==> src/rtl/id_pkg.sv <==
// Shared decode constants for the ID stage: opcode values, instruction field positions
// and the default datapath geometry.
package id_pkg;

   localparam int unsigned XLEN_DEF = 32;
   localparam int unsigned NREG_DEF = 32;
   localparam int unsigned AW_DEF   = 5;
   localparam int unsigned CNTW_DEF = 16;

   localparam int unsigned OPC_HI = 31;
   localparam int unsigned OPC_LO = 26;
   localparam int unsigned RS_HI  = 25;
   localparam int unsigned RS_LO  = 21;
   localparam int unsigned RT_HI  = 20;
   localparam int unsigned RT_LO  = 16;
   localparam int unsigned RD_HI  = 15;
   localparam int unsigned RD_LO  = 11;
   localparam int unsigned IMM_HI = 15;
   localparam int unsigned FN_HI  = 5;

   localparam logic [5:0] OP_RTYPE   = 6'h00;
   localparam logic [5:0] OP_BEQ     = 6'h04;
   localparam logic [5:0] OP_BNE     = 6'h05;
   localparam logic [5:0] OP_ALUI_LO = 6'h08;
   localparam logic [5:0] OP_ALUI_HI = 6'h0F;
   localparam logic [5:0] OP_LD_LO   = 6'h20;
   localparam logic [5:0] OP_LW      = 6'h23;
   localparam logic [5:0] OP_LD_HI   = 6'h25;
   localparam logic [5:0] OP_ST_LO   = 6'h28;
   localparam logic [5:0] OP_SW      = 6'h2B;
   localparam logic [5:0] OP_ST_HI   = 6'h2B;

   typedef enum logic [1:0] {
      DST_NONE,
      DST_RD,
      DST_RT
   } dest_sel_e;

   function automatic dest_sel_e dest_sel(input logic [5:0] op);
      dest_sel_e sel;
      sel = DST_NONE;
      if (op == OP_RTYPE)
         sel = DST_RD;
      else if ((op >= OP_ALUI_LO && op <= OP_ALUI_HI) || (op >= OP_LD_LO && op <= OP_LD_HI))
         sel = DST_RT;
      return sel;
   endfunction

   function automatic logic rt_used(input logic [5:0] op);
      return (op == OP_RTYPE) || (op == OP_BEQ) || (op == OP_BNE) ||
             (op >= OP_ST_LO && op <= OP_ST_HI);
   endfunction

endpackage

==> src/rtl/id_scoreboard.sv <==
// Busy-bit scoreboard: one pending-write flag per architectural register, with a
// set port (issue), a clear port (writeback) and two combinational lookups.
module id_scoreboard
   import id_pkg::*;
#(
   parameter int unsigned NREG = NREG_DEF,
   parameter int unsigned AW   = AW_DEF
) (
   input  logic          clk,
   input  logic          rst_n,
   input  logic          i_set,
   input  logic [AW-1:0] i_set_addr,
   input  logic          i_clr,
   input  logic [AW-1:0] i_clr_addr,
   input  logic [AW-1:0] i_rd_addr1,
   input  logic [AW-1:0] i_rd_addr2,
   output logic          o_busy1,
   output logic          o_busy2
);

   logic [NREG-1:0] r_busy;
   logic [NREG-1:0] w_busy_next;

   // Set is applied after clear so the younger issuing instruction keeps the bit.
   always_comb begin
      w_busy_next = r_busy;
      if (i_clr && (i_clr_addr != '0))
         w_busy_next[i_clr_addr] = 1'b0;
      if (i_set && (i_set_addr != '0))
         w_busy_next[i_set_addr] = 1'b1;
      w_busy_next[0] = 1'b0;
   end

   always_ff @(posedge clk) begin
      if (!rst_n)
         r_busy <= '0;
      else
         r_busy <= w_busy_next;
   end

   assign o_busy1 = r_busy[i_rd_addr1];
   assign o_busy2 = r_busy[i_rd_addr2];

endmodule

==> src/rtl/id_scoreboard_stage.sv <==
// Decode stage: IF/ID holding register, MIPS field decode, busy-bit hazard stall and
// valid/ready issue into ID/EX, with a saturating hazard-stall counter.
module id_scoreboard_stage
   import id_pkg::*;
#(
   parameter int unsigned XLEN = XLEN_DEF,
   parameter int unsigned NREG = NREG_DEF,
   parameter int unsigned AW   = AW_DEF,
   parameter int unsigned CNTW = CNTW_DEF
) (
   input  logic            clk,
   input  logic            rst_n,
   input  logic            if_valid,
   input  logic [XLEN-1:0] if_instr,
   input  logic [XLEN-1:0] if_pc,
   output logic            id_ready,
   output logic [AW-1:0]   readreg1,
   output logic [AW-1:0]   readreg2,
   output logic            id_valid,
   input  logic            ex_ready,
   output logic [XLEN-1:0] id_pc,
   output logic [5:0]      id_opcode,
   output logic [5:0]      id_funct,
   output logic [XLEN-1:0] id_imm,
   output logic [AW-1:0]   id_dest,
   output logic            id_regwrite,
   input  logic            flush,
   input  logic            wb_regwrite,
   input  logic [AW-1:0]   wb_writereg,
   output logic [CNTW-1:0] stall_cnt
);

   logic            r_hold_valid;
   logic [XLEN-1:0] r_instr;
   logic [XLEN-1:0] r_pc;
   logic [CNTW-1:0] r_stall_cnt;

   logic [5:0]    w_opcode;
   logic [AW-1:0] w_rs;
   logic [AW-1:0] w_rt;
   logic [AW-1:0] w_rd;
   logic          w_rt_used;
   logic          w_busy_rs;
   logic          w_busy_rt;
   logic          w_hazard;
   logic          w_issue;

   assign w_opcode  = r_instr[OPC_HI:OPC_LO];
   assign w_rs      = r_instr[RS_HI:RS_LO];
   assign w_rt      = r_instr[RT_HI:RT_LO];
   assign w_rd      = r_instr[RD_HI:RD_LO];
   assign w_rt_used = rt_used(w_opcode);

   always_comb begin
      id_dest = '0;
      case (dest_sel(w_opcode))
         DST_RD:  id_dest = w_rd;
         DST_RT:  id_dest = w_rt;
         default: id_dest = '0;
      endcase
   end

   assign id_regwrite = (id_dest != '0);
   assign id_opcode   = w_opcode;
   assign id_funct    = r_instr[FN_HI:0];
   assign id_imm      = {{(XLEN-16){r_instr[IMM_HI]}}, r_instr[IMM_HI:0]};
   assign id_pc       = r_pc;
   assign readreg1    = w_rs;
   assign readreg2    = w_rt;

   id_scoreboard #(
      .NREG (NREG),
      .AW   (AW)
   ) u_sb (
      .clk        (clk),
      .rst_n      (rst_n),
      .i_set      (w_issue & id_regwrite),
      .i_set_addr (id_dest),
      .i_clr      (wb_regwrite),
      .i_clr_addr (wb_writereg),
      .i_rd_addr1 (w_rs),
      .i_rd_addr2 (w_rt),
      .o_busy1    (w_busy_rs),
      .o_busy2    (w_busy_rt)
   );

   assign w_hazard = r_hold_valid &
                     ((w_busy_rs & (w_rs != '0)) | (w_rt_used & w_busy_rt & (w_rt != '0)));
   assign id_valid = r_hold_valid & ~w_hazard & ~flush;
   assign w_issue  = id_valid & ex_ready;
   assign id_ready = ~r_hold_valid | w_issue | flush;

   // A load takes priority over the clear so issue/flush and refill happen in one cycle.
   always_ff @(posedge clk) begin
      if (!rst_n) begin
         r_hold_valid <= 1'b0;
         r_instr      <= '0;
         r_pc         <= '0;
      end else if (if_valid && id_ready) begin
         r_hold_valid <= 1'b1;
         r_instr      <= if_instr;
         r_pc         <= if_pc;
      end else if (w_issue || flush) begin
         r_hold_valid <= 1'b0;
      end
   end

   always_ff @(posedge clk) begin
      if (!rst_n)
         r_stall_cnt <= '0;
      else if (w_hazard && !flush && (r_stall_cnt != '1))
         r_stall_cnt <= r_stall_cnt + CNTW'(1);
   end

   assign stall_cnt = r_stall_cnt;

endmodule

==> config.mk <==
export PLATFORM = sky130hd
export DESIGN_NAME = id_scoreboard_stage
export DESIGN_NICKNAME = d
export VERILOG_FILES = /design/src/rtl/id_pkg.sv /design/src/rtl/id_scoreboard.sv /design/src/rtl/id_scoreboard_stage.sv
export SDC_FILE = /design/constraint.sdc
export NUM_CORES = 1
export LEC_CHECK = 0
export CELL_PAD_IN_SITES_DETAIL_PLACEMENT = 1
export CELL_PAD_IN_SITES_GLOBAL_PLACEMENT = 1
export CORE_MARGIN = 2
export CORE_UTILIZATION = 25
export CTS_BUF_LIST = sky130_fd_sc_hd__clkbuf_16
export CTS_CLUSTER_SIZE = 14
export DETAILED_ROUTE_END_ITERATION = 10
export GPL_ROUTABILITY_DRIVEN = 0
export GPL_TIMING_DRIVEN = 1
export PLACE_DENSITY = 0.63
export RECOVER_POWER = 50
export SLEW_MARGIN = 5
export SYNTH_ARGS = -nofsm -noshare
export SYNTH_HDL_FRONTEND = slang
export SYNTH_SLANG_ARGS = --single-unit
==> constraint.sdc <==
create_clock -name clk -period 4.5 [get_ports clk]
set_clock_uncertainty 0.15 [all_clocks]
set_input_delay 0.9 -clock clk [delete_from_list [all_inputs] [get_ports clk]]
set_output_delay 0.9 -clock clk [all_outputs]
set_load 0.01 [all_outputs]
# Word-level counts from Yosys, hierarchy flattened
# Index checks and enable logic that the tools add are counted.
[word_totals]
word_cells = 78
reg_bits = 113
input_bits = 75
[op_classes]
bitwise = 17
eq_ne = 5
magnitude_cmp = 12
n_mux = 15
add_sub_neg = 1
reduce_logical = 22
[op_table]
columns = ["operator", "count"]
rows = [
  ["2-to-1 mux 32 bit", 2],
  ["AND 32 bit", 1],
  ["NOT 32 bit", 1],
  ["bitwise OR 32 bit", 1],
  ["less-than comparator 5 x 6 -> 1 bit (second input constant)", 4],
  ["nonzero test 5 bit", 4],
  ["adder 16 x 1 -> 16 bit (second input constant)", 1],
  ["!= test 16 bit (second input constant)", 1],
  ["equality test 6 x 3 -> 1 bit (second input constant)", 2],
  [">= comparator 6 bit (second input constant)", 2],
  ["<= comparator 6 bit (second input constant)", 2],
  ["binary-select mux 1 bit (select 5 bit)", 2],
  ["demux 1 bit (select 5 bit)", 2],
  [">= comparator 5 x 1 -> 1 bit (second input constant)", 2],
  ["logical AND 1 bit", 10],
  ["case mux 5 bit (2 select lines)", 1],
  ["AND 1 bit", 8],
  [">= comparator 6 x 4 -> 1 bit (second input constant)", 1],
  ["<= comparator 6 x 4 -> 1 bit (second input constant)", 1],
  ["zero test 6 bit", 1],
  ["2-to-1 mux 1 bit", 6],
  ["logical OR 1 bit", 5],
  ["2-to-1 mux 2 bit", 2],
  ["NOT 1 bit", 3],
  ["other kinds (5)", 7],
]

# Depth between registers and ports, before layout
# Gate-level depths: netlist of run 1.
[depth]
depth_word = 16
depth_mapped = 12
ltp_nobuf = 7

# Cells and area by module
# A second synthesis of run 1 with hierarchy kept.
[unflattened]
hier_cells = 683
hier_area_um2 = 5733.0
[by_module_without_submodules]
columns = ["module", "area_each_um2", "n_inst", "cells_per_inst", "seq_area_each_um2"]
rows = [
  ["id_scoreboard_stage", 3802.4, 1, 441, 1621.6],
  ["id_scoreboard", 1930.6, 1, 242, 620.6],
]

# Least setup slack after synthesis of run 1
# No wires, ideal clock.
[synth_path]
kind = "register to output"
startpoint = "register r_instr[17]"
endpoint = "output port id_ready"
path_slack_ns = 1.094
arrival_time_ns = 2.356
stages_incl_launch_ff = 9
cell_sequence = "dfxtp_1 buf_6 mux4_2 mux4_2 o22ai_2 nor3_2 nor3_1 buf_2 a21o_1"
[synth_via]
elab_chain_cells = 12
word_cells_on_any_way = 13
classes_between = "2 x mux; 10 x bitwise; 1 x reduce/logical"
[synth_rtl]
columns = ["element", "line", "source"]
rows = [
  ["from (decl)", "id_scoreboard_stage.sv:34", "logic [XLEN-1:0] r_instr;"],
  ["from (signal assigned)", "id_scoreboard_stage.sv:101", "r_instr <= if_instr;"],
  ["binary-select mux 1 bit (select 5 bit)", "id_scoreboard.sv:42", "assign o_busy2 = r_busy[i_rd_addr2];"],
  ["2-to-1 mux 1 bit (not written as such)", "id_scoreboard.sv:42", ""],
  ["AND 1 bit", "id_scoreboard_stage.sv:88", "((w_busy_rs & (w_rs != '0)) | (w_rt_used & w_busy_rt & (w_rt != '0)));"],
  ["AND 1 bit (*)", "id_scoreboard_stage.sv:88", ""],
  ["bitwise OR 1 bit (*)", "id_scoreboard_stage.sv:88", ""],
  ["AND 1 bit (*)", "id_scoreboard_stage.sv:87", "assign w_hazard = r_hold_valid &"],
  ["NOT 1 bit (*)", "id_scoreboard_stage.sv:89", "assign id_valid = r_hold_valid & ~w_hazard & ~flush;"],
  ["AND 1 bit (*) (2 in a row)", "id_scoreboard_stage.sv:89", ""],
  ["AND 1 bit (*)", "id_scoreboard_stage.sv:90", "assign w_issue = id_valid & ex_ready;"],
  ["bitwise OR 1 bit (*) (2 in a row)", "id_scoreboard_stage.sv:91", "assign id_ready = ~r_hold_valid | w_issue | flush;"],
  ["to (decl)", "id_scoreboard_stage.sv:16", "output logic id_ready,"],
]
# Every way passes the cells marked *; elsewhere a longest branch is shown, timed or not. The select of a mux whose other input is x is not followed.

# Final worst setup path of run 1
[layout_path]
startpoint = "register r_instr[17]"
endpoint = "output port id_valid"
[layout_via]
elab_chain_cells = 9
word_cells_on_any_way = 10
classes_between = "2 x mux; 7 x bitwise; 1 x reduce/logical"
[layout_rtl]
columns = ["element", "line", "source"]
rows = [
  ["binary-select mux 1 bit (select 5 bit)", "id_scoreboard.sv:42", ""],
  ["2-to-1 mux 1 bit (not written as such)", "id_scoreboard.sv:42", ""],
  ["AND 1 bit", "id_scoreboard_stage.sv:88", ""],
  ["AND 1 bit (*)", "id_scoreboard_stage.sv:88", ""],
  ["bitwise OR 1 bit (*)", "id_scoreboard_stage.sv:88", ""],
  ["AND 1 bit (*)", "id_scoreboard_stage.sv:87", ""],
  ["NOT 1 bit (*)", "id_scoreboard_stage.sv:89", ""],
  ["AND 1 bit (*) (2 in a row)", "id_scoreboard_stage.sv:89", ""],
  ["to (decl)", "id_scoreboard_stage.sv:19", "output logic id_valid,"],
]
# Marked as above.

==> results of run 1 <==
==> power by group <==
group / internal (mW) / switching [mW] / leakage (nW)
registers: 1.04 / 0.0516 / 0.916
clock network: 0.433 / 0.399 / 0.141
logic: 0.219 / 0.242 / 1.73
==> kinds of logic (layout without fill, tap and decap cells) <==
kind of cell             count (synthesis)  in the layout  synth area share [%]
AND/OR/NAND/NOR                        257            257                  24.1
AO/OA/AOI/OAI                          153            153                  18.1
flip-flops                             112            112                  40.8
buffers and inverters                   83            219                  8.36
multiplexers                            36             36                  8.41
adder cells (fa/ha/maj)                  1              1                 0.228
==> state kept, by name, summed over array words and instances (netlist names) <==
name / count
r_instr: 32
r_hold_valid: 1
stall_cnt: 16
id_pc: 32
u_sb.r_busy: 31
==> per-stage QoR <==
| step | total power, mW | worst slack, ps |
|---|---|---|
| after floorplan | 1.36 | 1090 |
| after global placement | 1.61 | 683 |
| after detailed placement | 1.61 | 645 |
| after CTS | 2.46 | 229 |
| after global routing | 2.50 | 61.9 |
| final | 2.38 | 256 |
==> metal layers <==
| layer | vias to the layer above | track usage (%) | part of all wire [%] |
|---|---|---|---|
| li1 | 2560 | - | - |
| met5 | - | 0 | 0 |
| met4 | 0 | 4.45 | 1.4 |
| met1 | 2498 | 19.9 | 43 |
| met3 | 14 | 6.03 | 8.1 |
| met2 | 128 | 26.3 | 47 |
==> final timing paths <==
path / slack [ps] / startpoint / cells past startpoint / end
max: 260 / r_instr[17] / 6 / id_valid
min: 300 / r_instr[9] / 2 / r_instr[9]
max reg2reg: 810 / r_instr[17] / 8 / r_instr[10]
min reg2reg: 300 / r_instr[9] / 2 / r_instr[9]
==> placed cells by master (no fill, tap or decap), types with 8 or more instances in the layout <==
| cell | n |
|---|---|
| nor4_1 | 13 |
| dfxtp_1 | 112 |
| nand3_1 | 77 |
| o21ai_0 | 65 |
| mux4_2 | 8 |
| nand2b_1 | 19 |
| nor2b_1 | 8 |
| dlygate4sd3_1 | 101 |
| inv_1 | 11 |
| clkbuf_16 | 9 |
| nand2_1 | 91 |
| clkdlybuf4s50_1 | 82 |
| mux2i_1 | 27 |
| o21ai_1 | 10 |
| o31ai_1 | 19 |
| nor2_1 | 8 |
| o211ai_1 | 31 |
==> cell type report <==
| cell class | instances | share of cell area (%) |
|---|---|---|
| repair buffers | 193 | 25.2 |
| clock buffers | 9 | 2.96 |
| flip-flops and latches | 112 | 29.5 |
| clock inverters | 7 | 0.920 |
| multi-input cells | 447 | 36.4 |
| well taps | 280 | 4.60 |
| inverters | 10 | 0.493 |
==> critical path: stages, from the launching register on <==
cell and delay [ps]:
dfxtp_1 600, mux4_2 560, mux4_2 470, o22ai_1 210, nor3_2 120, nor4_4 210
clkdlybuf4s50_1 660
==> results.md, run 1 <==
- Via density: 4.91
- Final core utilization: 35.1%
- Max FO, Critical Path: 8
- Worst vdd ir: 176 uV
- Core box area: 21700 um2
- Hold crit path type: flip-flop to flip-flop
- Total track usage: 16.1%
- Final antenna-violating net count: 0
- Unrepaired setup endpoints after global routing: false
- Area Growth Syn to Fin: 38.6%
- DR vias: 5200
- Crit path required time: 3450 ps
- Yosys cell types: 51
- Fin area: 7610 um2
- Initial antenna violation count: 0
- Pin count of the biggest net entering global routing: 121
- Synth top area cells: dfxtp_1 (41%), nand3_1 (7.0%), nand2_1 (6.2%)
- Initial Util: 25.3%
- Hold-fix buffers, CTS: 0
- CTS buffer count: 9
- First-pass GRT wire length: 30100 um
- Cts repair resizes: 0
- Clock insertion delay at the later pin of the skew report: 360 ps
- Pleak: 2.79 nW
- Clock Tree Root: clkbuf_16
- Fmax: 0.236 GHz
- Top cell type by total area after synthesis: dfxtp_1
- Synth warn: 0
- Slew at the pin with the worst max-slew slack: 914 ps
- Multi-input logic area: 2770 um2
- Placed cells: 1042
- Syn Nets: 718
- Max Buffers Root-to-Sink: 2
- First-pass iteration count of the detailed router: 4
- Wirelength, routed: 18800 um
- Number of synthesized flops with an enable pin: 0
- Mapped Area: 5490 um2
- Relative slew margins: 39.1%
- Share of layout cells above drive strength 1: 5.91%
- H-Tree Depth: 3
- Gate Count Post-Synth: 642
- Diodes inserted: 0
- Num Clock Sinks: 112
- Register area: 2240 um2
- Synth Register Bits: 112
- Final Max Tran Viols: 0
- Crit. End Element: output pin
- Arrival @ worst endpoint: 3190 ps
- Row count: 54
- Top cell type's share of synthesized area: 40.8%
- Worst setup path class: flip-flop to output pin
- FILL cells: 2544
- Die height: 152 um
- Post-synth top cells: dfxtp_1 (112), nand2_1 (91), nand3_1 (77), o21ai_0 (65), o211ai_1 (31)
- Final Cycle Share: 94.3%
- Drt drc: 0
- Async set-or-reset flop fraction in the synthesized netlist: 0%
- Final setup viols: 0
- Final TNS setup: 0 ps
- Final non-filler cell total: 1058
- Routed len/inst: 17.8 um
- Clock slew at reported path FFs: 80 ps
- Cell Area, Placed: 7350 um2
- Max-cap viol count: 0
- PwrDens: 313 nW/um2
- Count leader, synth: dfxtp_1
- Hold_ws: 304 ps
- IO Pins: 185
- GRT Residual Overflow: 0
- Vias in the first global route: 5219
- Synth Area per Inst: 8.56 um2
- Layout net count: 849
- Hold Vio Cnt, Final: 0
- TritonCTS clock tree: yes
- Hpwl dp: 13500 um
- # Post-CTS Setup Buffers: 0
- CP startpoint kind: flip-flop
- Die width: 152 um
- Sequential-to-total area share from yosys stat: 40.8%
- Port-buffer cells: 184
- Ys flop type: dfxtp_1
- Status: finished clean
- Tmin final: 4240 ps
- DR iter-0 viols: 243
- Die area: 23200 um2
No activity file was read; power rests on OpenSTA's default activity.
==> run 2, diff against run 1 <==
--- a/config.mk
+++ b/config.mk
@@ -5,17 +5,18 @@
 export SDC_FILE = /design/constraint.sdc
 export NUM_CORES = 1
 export LEC_CHECK = 0
+export ABC_AREA = 1
 export CELL_PAD_IN_SITES_DETAIL_PLACEMENT = 1
 export CELL_PAD_IN_SITES_GLOBAL_PLACEMENT = 1
-export CORE_MARGIN = 2
 export CORE_UTILIZATION = 25
 export CTS_BUF_LIST = sky130_fd_sc_hd__clkbuf_16
 export CTS_CLUSTER_SIZE = 14
 export DETAILED_ROUTE_END_ITERATION = 10
 export GPL_ROUTABILITY_DRIVEN = 0
 export GPL_TIMING_DRIVEN = 1
-export PLACE_DENSITY = 0.63
+export PLACE_DENSITY = 0.65
 export RECOVER_POWER = 50
+export SETUP_SLACK_MARGIN = 0.05
 export SLEW_MARGIN = 5
 export SYNTH_ARGS = -nofsm -noshare
 export SYNTH_HDL_FRONTEND = slang
==> results.md, run 2 <==
- CTS buffer count: 9 (unchanged)
- Num Clock Sinks: 112 (unchanged)
- Final TNS setup: 0 ps (unchanged)
- Pin count of the biggest net entering global routing: 109 (-9.9%)
- Unrepaired setup endpoints after global routing: false
- Crit path required time: 3450 ps (about the same)
- Share of layout cells above drive strength 1: 3.05% (-2.9 points)
- Die height: 158 um (+4.0%)
- Worst Setup EP: id_ready
- Total track usage: 17.7% (+1.6 points)
- Final core utilization: 34.6% (-0.45 points)
- Max Buffers Root-to-Sink: 2 (unchanged)
- Number of synthesized flops with an enable pin: 0 (unchanged)
- Clock insertion delay at the later pin of the skew report: 360 ps (about the same)
- Final Cycle Share: 89.6% (-4.8 points)
- Initial antenna violation count: 1 (+1)
- Dpl ws: 864 ps (+219 ps)
- Max FO, Critical Path: 18 (+10)
- Top cell type's share of synthesized area: 36.7% (-4.1 points)
- Core box area: 23800 um2 (+9.5%)
- Synth Area per Inst: 6.45 um2 (-25%)
- Commonest non-fill, non-tap cell in the layout: nand2_1
- Net Sw Frac: 31.1% (+2.1 points)
- First-pass iteration count of the detailed router: 4 (unchanged)
- Diodes inserted: 0 (unchanged)
- Mapped Area: 6110 um2 (+11%)
- Clock Power Share: 33.6% (-1.3 points)
- Tmin final: 4030 ps (-214 ps)
- Initial Util: 25.7% (+0.41 points)
- Sequential share of power: 45.2% (-0.6 points)
- Yosys cell types: 29 (-43%)
- Relative slew margins: 27.8% (-11 points)
- Final setup viols: 0 (unchanged)
- Gate Count Post-Synth: 948 (+48%)
- CP startpoint kind: flip-flop
- Sequential-to-total area share from yosys stat: 36.7% (-4.1 points)
- Worst setup path class: flip-flop to output pin
- Ys flop type: dfxtp_1
- Tot Pwr: 2.41 mW (+0.96%)
- Syn Nets: 1024 (+43%)
- Wirelength, routed: 21700 um (+15%)
- Comb pwr share: 21.3% (+2.0 points)
- Fin area: 8230 um2 (+8.1%)
- Slew at the pin with the worst max-slew slack: 1080 ps (+170 ps)
- Post-synth top cells: nand2_1 (182), nand3_1 (159), inv_1 (121), a21oi_1 (118), dfxtp_1 (112)
- Top cell type by total area after synthesis: dfxtp_1
- Hold Vio Cnt, Final: 0 (unchanged)
- Worst setup path startpoint: r_instr[16]
- Area Growth Syn to Fin: 34.6%
- IO Pins: 185 (unchanged)
- TritonCTS clock tree: yes
- Worst vdd ir: 187 uV (+6.3%)
- Pint: 1.66 mW (-2.0%)
- Crit. End Element: output pin
- Final antenna-violating net count: 0 (unchanged)
- Placed cells: 1385 (+33%)
- Pleak: 3.60 nW (+29%)
- Async set-or-reset flop fraction in the synthesized netlist: 0% (unchanged)
- Via density: 4.59 (-6.7%)
- Synth top area cells: dfxtp_1 (37%), nand3_1 (13%), nand2_1 (11%)
- # Post-CTS Setup Buffers: 0 (unchanged)
- Clock Tree Root: clkbuf_16
- PwrDens: 292 nW/um2 (-6.6%)
- Cell Area, Placed: 7980 um2 (+8.5%)
- Final setup margin: 470 ps (+214 ps)
- Die area: 25100 um2 (+8.2%)
- DR iter-0 viols: 291 (+20%)
- R2r startpoint: r_instr[16]
- Layout net count: 1153 (+36%)
- R2r setup slk: 740 ps (-70 ps)
- Final non-filler cell total: 1400 (+32%)
- Synth Register Bits: 112 (unchanged)
- RR Endpoint: id_pc[8]
- Synth warn: 0 (unchanged)
- Row count: 56 (+3.7%)
- Arrival @ worst endpoint: 2980 ps (-210 ps)
- Final Max Tran Viols: 0 (unchanged)
- Hold_ws: 331 ps (+27.2 ps)
- Hold-fix buffers, CTS: 0 (unchanged)
- First-pass GRT wire length: 34300 um (+14%)
- Max-cap viol count: 0 (unchanged)
- Commonest cells after routing, fill and taps aside: nand2_1 (183), nand3_1 (161), inv_1 (120)
- DR vias: 6422 (+24%)
- Status: finished clean
- GRT Residual Overflow: 0 (unchanged)
- Cts repair resizes: 0 (unchanged)
- Port-buffer cells: 184 (unchanged)
- Hold crit path type: flip-flop to flip-flop
- FILL cells: 2979 (+17%)
- FF-to-FF path depth: 14 (+6)
- Routed len/inst: 15.5 um (-13%)
- Vias in the first global route: 6238 (+20%)
- Die width: 158 um (+4.0%)
- Fmax: 0.248 GHz (+5.3%)
- Clock slew at reported path FFs: 70 ps (about the same)
- Switch Pwr: 749 uW (+8.2%)
- Drt drc: 0 (unchanged)
- Hpwl dp: 15700 um (+16%)
- Count leader, synth: nand2_1
- H-Tree Depth: 3 (unchanged)
[run 2: metal layers]
layer | track usage, % | vias up | wire length (um)
li1 | - | 3279 | -
met1 | 22.7 | 2975 | 9810
met2 | 28.7 | 151 | 9910
met3 | 5.58 | 15 | 1710
met4 | 4.03 | 2 | 212
met5 | 0 | - | 12
[run 2: cells by family after synthesis]
group           Yosys count  share of synthesized area (%)
compound gates          163                           13.8
buf+inv                 200                           15.0
xor+xnor                 13                           1.86
flops                   112                           36.7
fa+ha+maj                 1                          0.205
simple gates            459                           32.5
[run 2: worst min-delay path by stage]
| stage | from | endpoint | slack (ps) | cells after the start |
|---|---|---|---|---|
| global route | u_sb.r_busy[14] | u_sb.r_busy[14] | 350 | 2 |
| detailed placement | u_sb.r_busy[12] | u_sb.r_busy[12] | 320 | 2 |
| CTS | u_sb.r_busy[12] | u_sb.r_busy[12] | 340 | 2 |
| global placement | id_pc[20] | id_pc[20] | 310 | 2 |
| floorplan | u_sb.r_busy[12] | u_sb.r_busy[12] | 300 | 2 |
| finish | r_instr[10] | r_instr[10] | 330 | 2 |
[run 2: power by group through the flow]
stage          Clock (mW)  Sequential (mW)  Combinational, mW
6_report            0.807             1.09              0.512
2_1_floorplan           0             1.12              0.279
3_5_place_dp            0             1.11              0.544
5_1_grt             0.878             1.10              0.568
4_1_cts             0.844             1.09              0.546
3_3_place_gp            0             1.11              0.542
[run 2: cell type report]
type                            instances  area, um2  area share (%)
Clock inverter                          6       53.8           0.654
Clock buffer                            9        225            2.74
Tap cell                              319        399            4.85
Sequential cell                       112       2240            27.2
Multi-Input combinational cell        636       2940            35.7
Timing Repair Buffer                  195       1910            23.2
Inverter                              123        462            5.61
[run 2: critical path, cell delays in order, from the launching register on]
cell and delay (ps):
dfxtp_1 340, clkbuf_1 640, nand2_1 120, nand3_1 120, nand3_1 100, nand3_1 120
nand2_1 60, nand3_1 140, nand2_1 200, o21bai_4 160, clkdlybuf4s50_1 620
==> run 3, diff against run 2 <==
--- a/config.mk
+++ b/config.mk
@@ -14,6 +14,7 @@
 export DETAILED_ROUTE_END_ITERATION = 10
 export GPL_ROUTABILITY_DRIVEN = 0
 export GPL_TIMING_DRIVEN = 1
+export HOLD_SLACK_MARGIN = 0.02
 export PLACE_DENSITY = 0.65
 export RECOVER_POWER = 50
 export SETUP_SLACK_MARGIN = 0.05
==> results of run 3 <==
Final layout, timing and power as in run 2 (identical DEF).
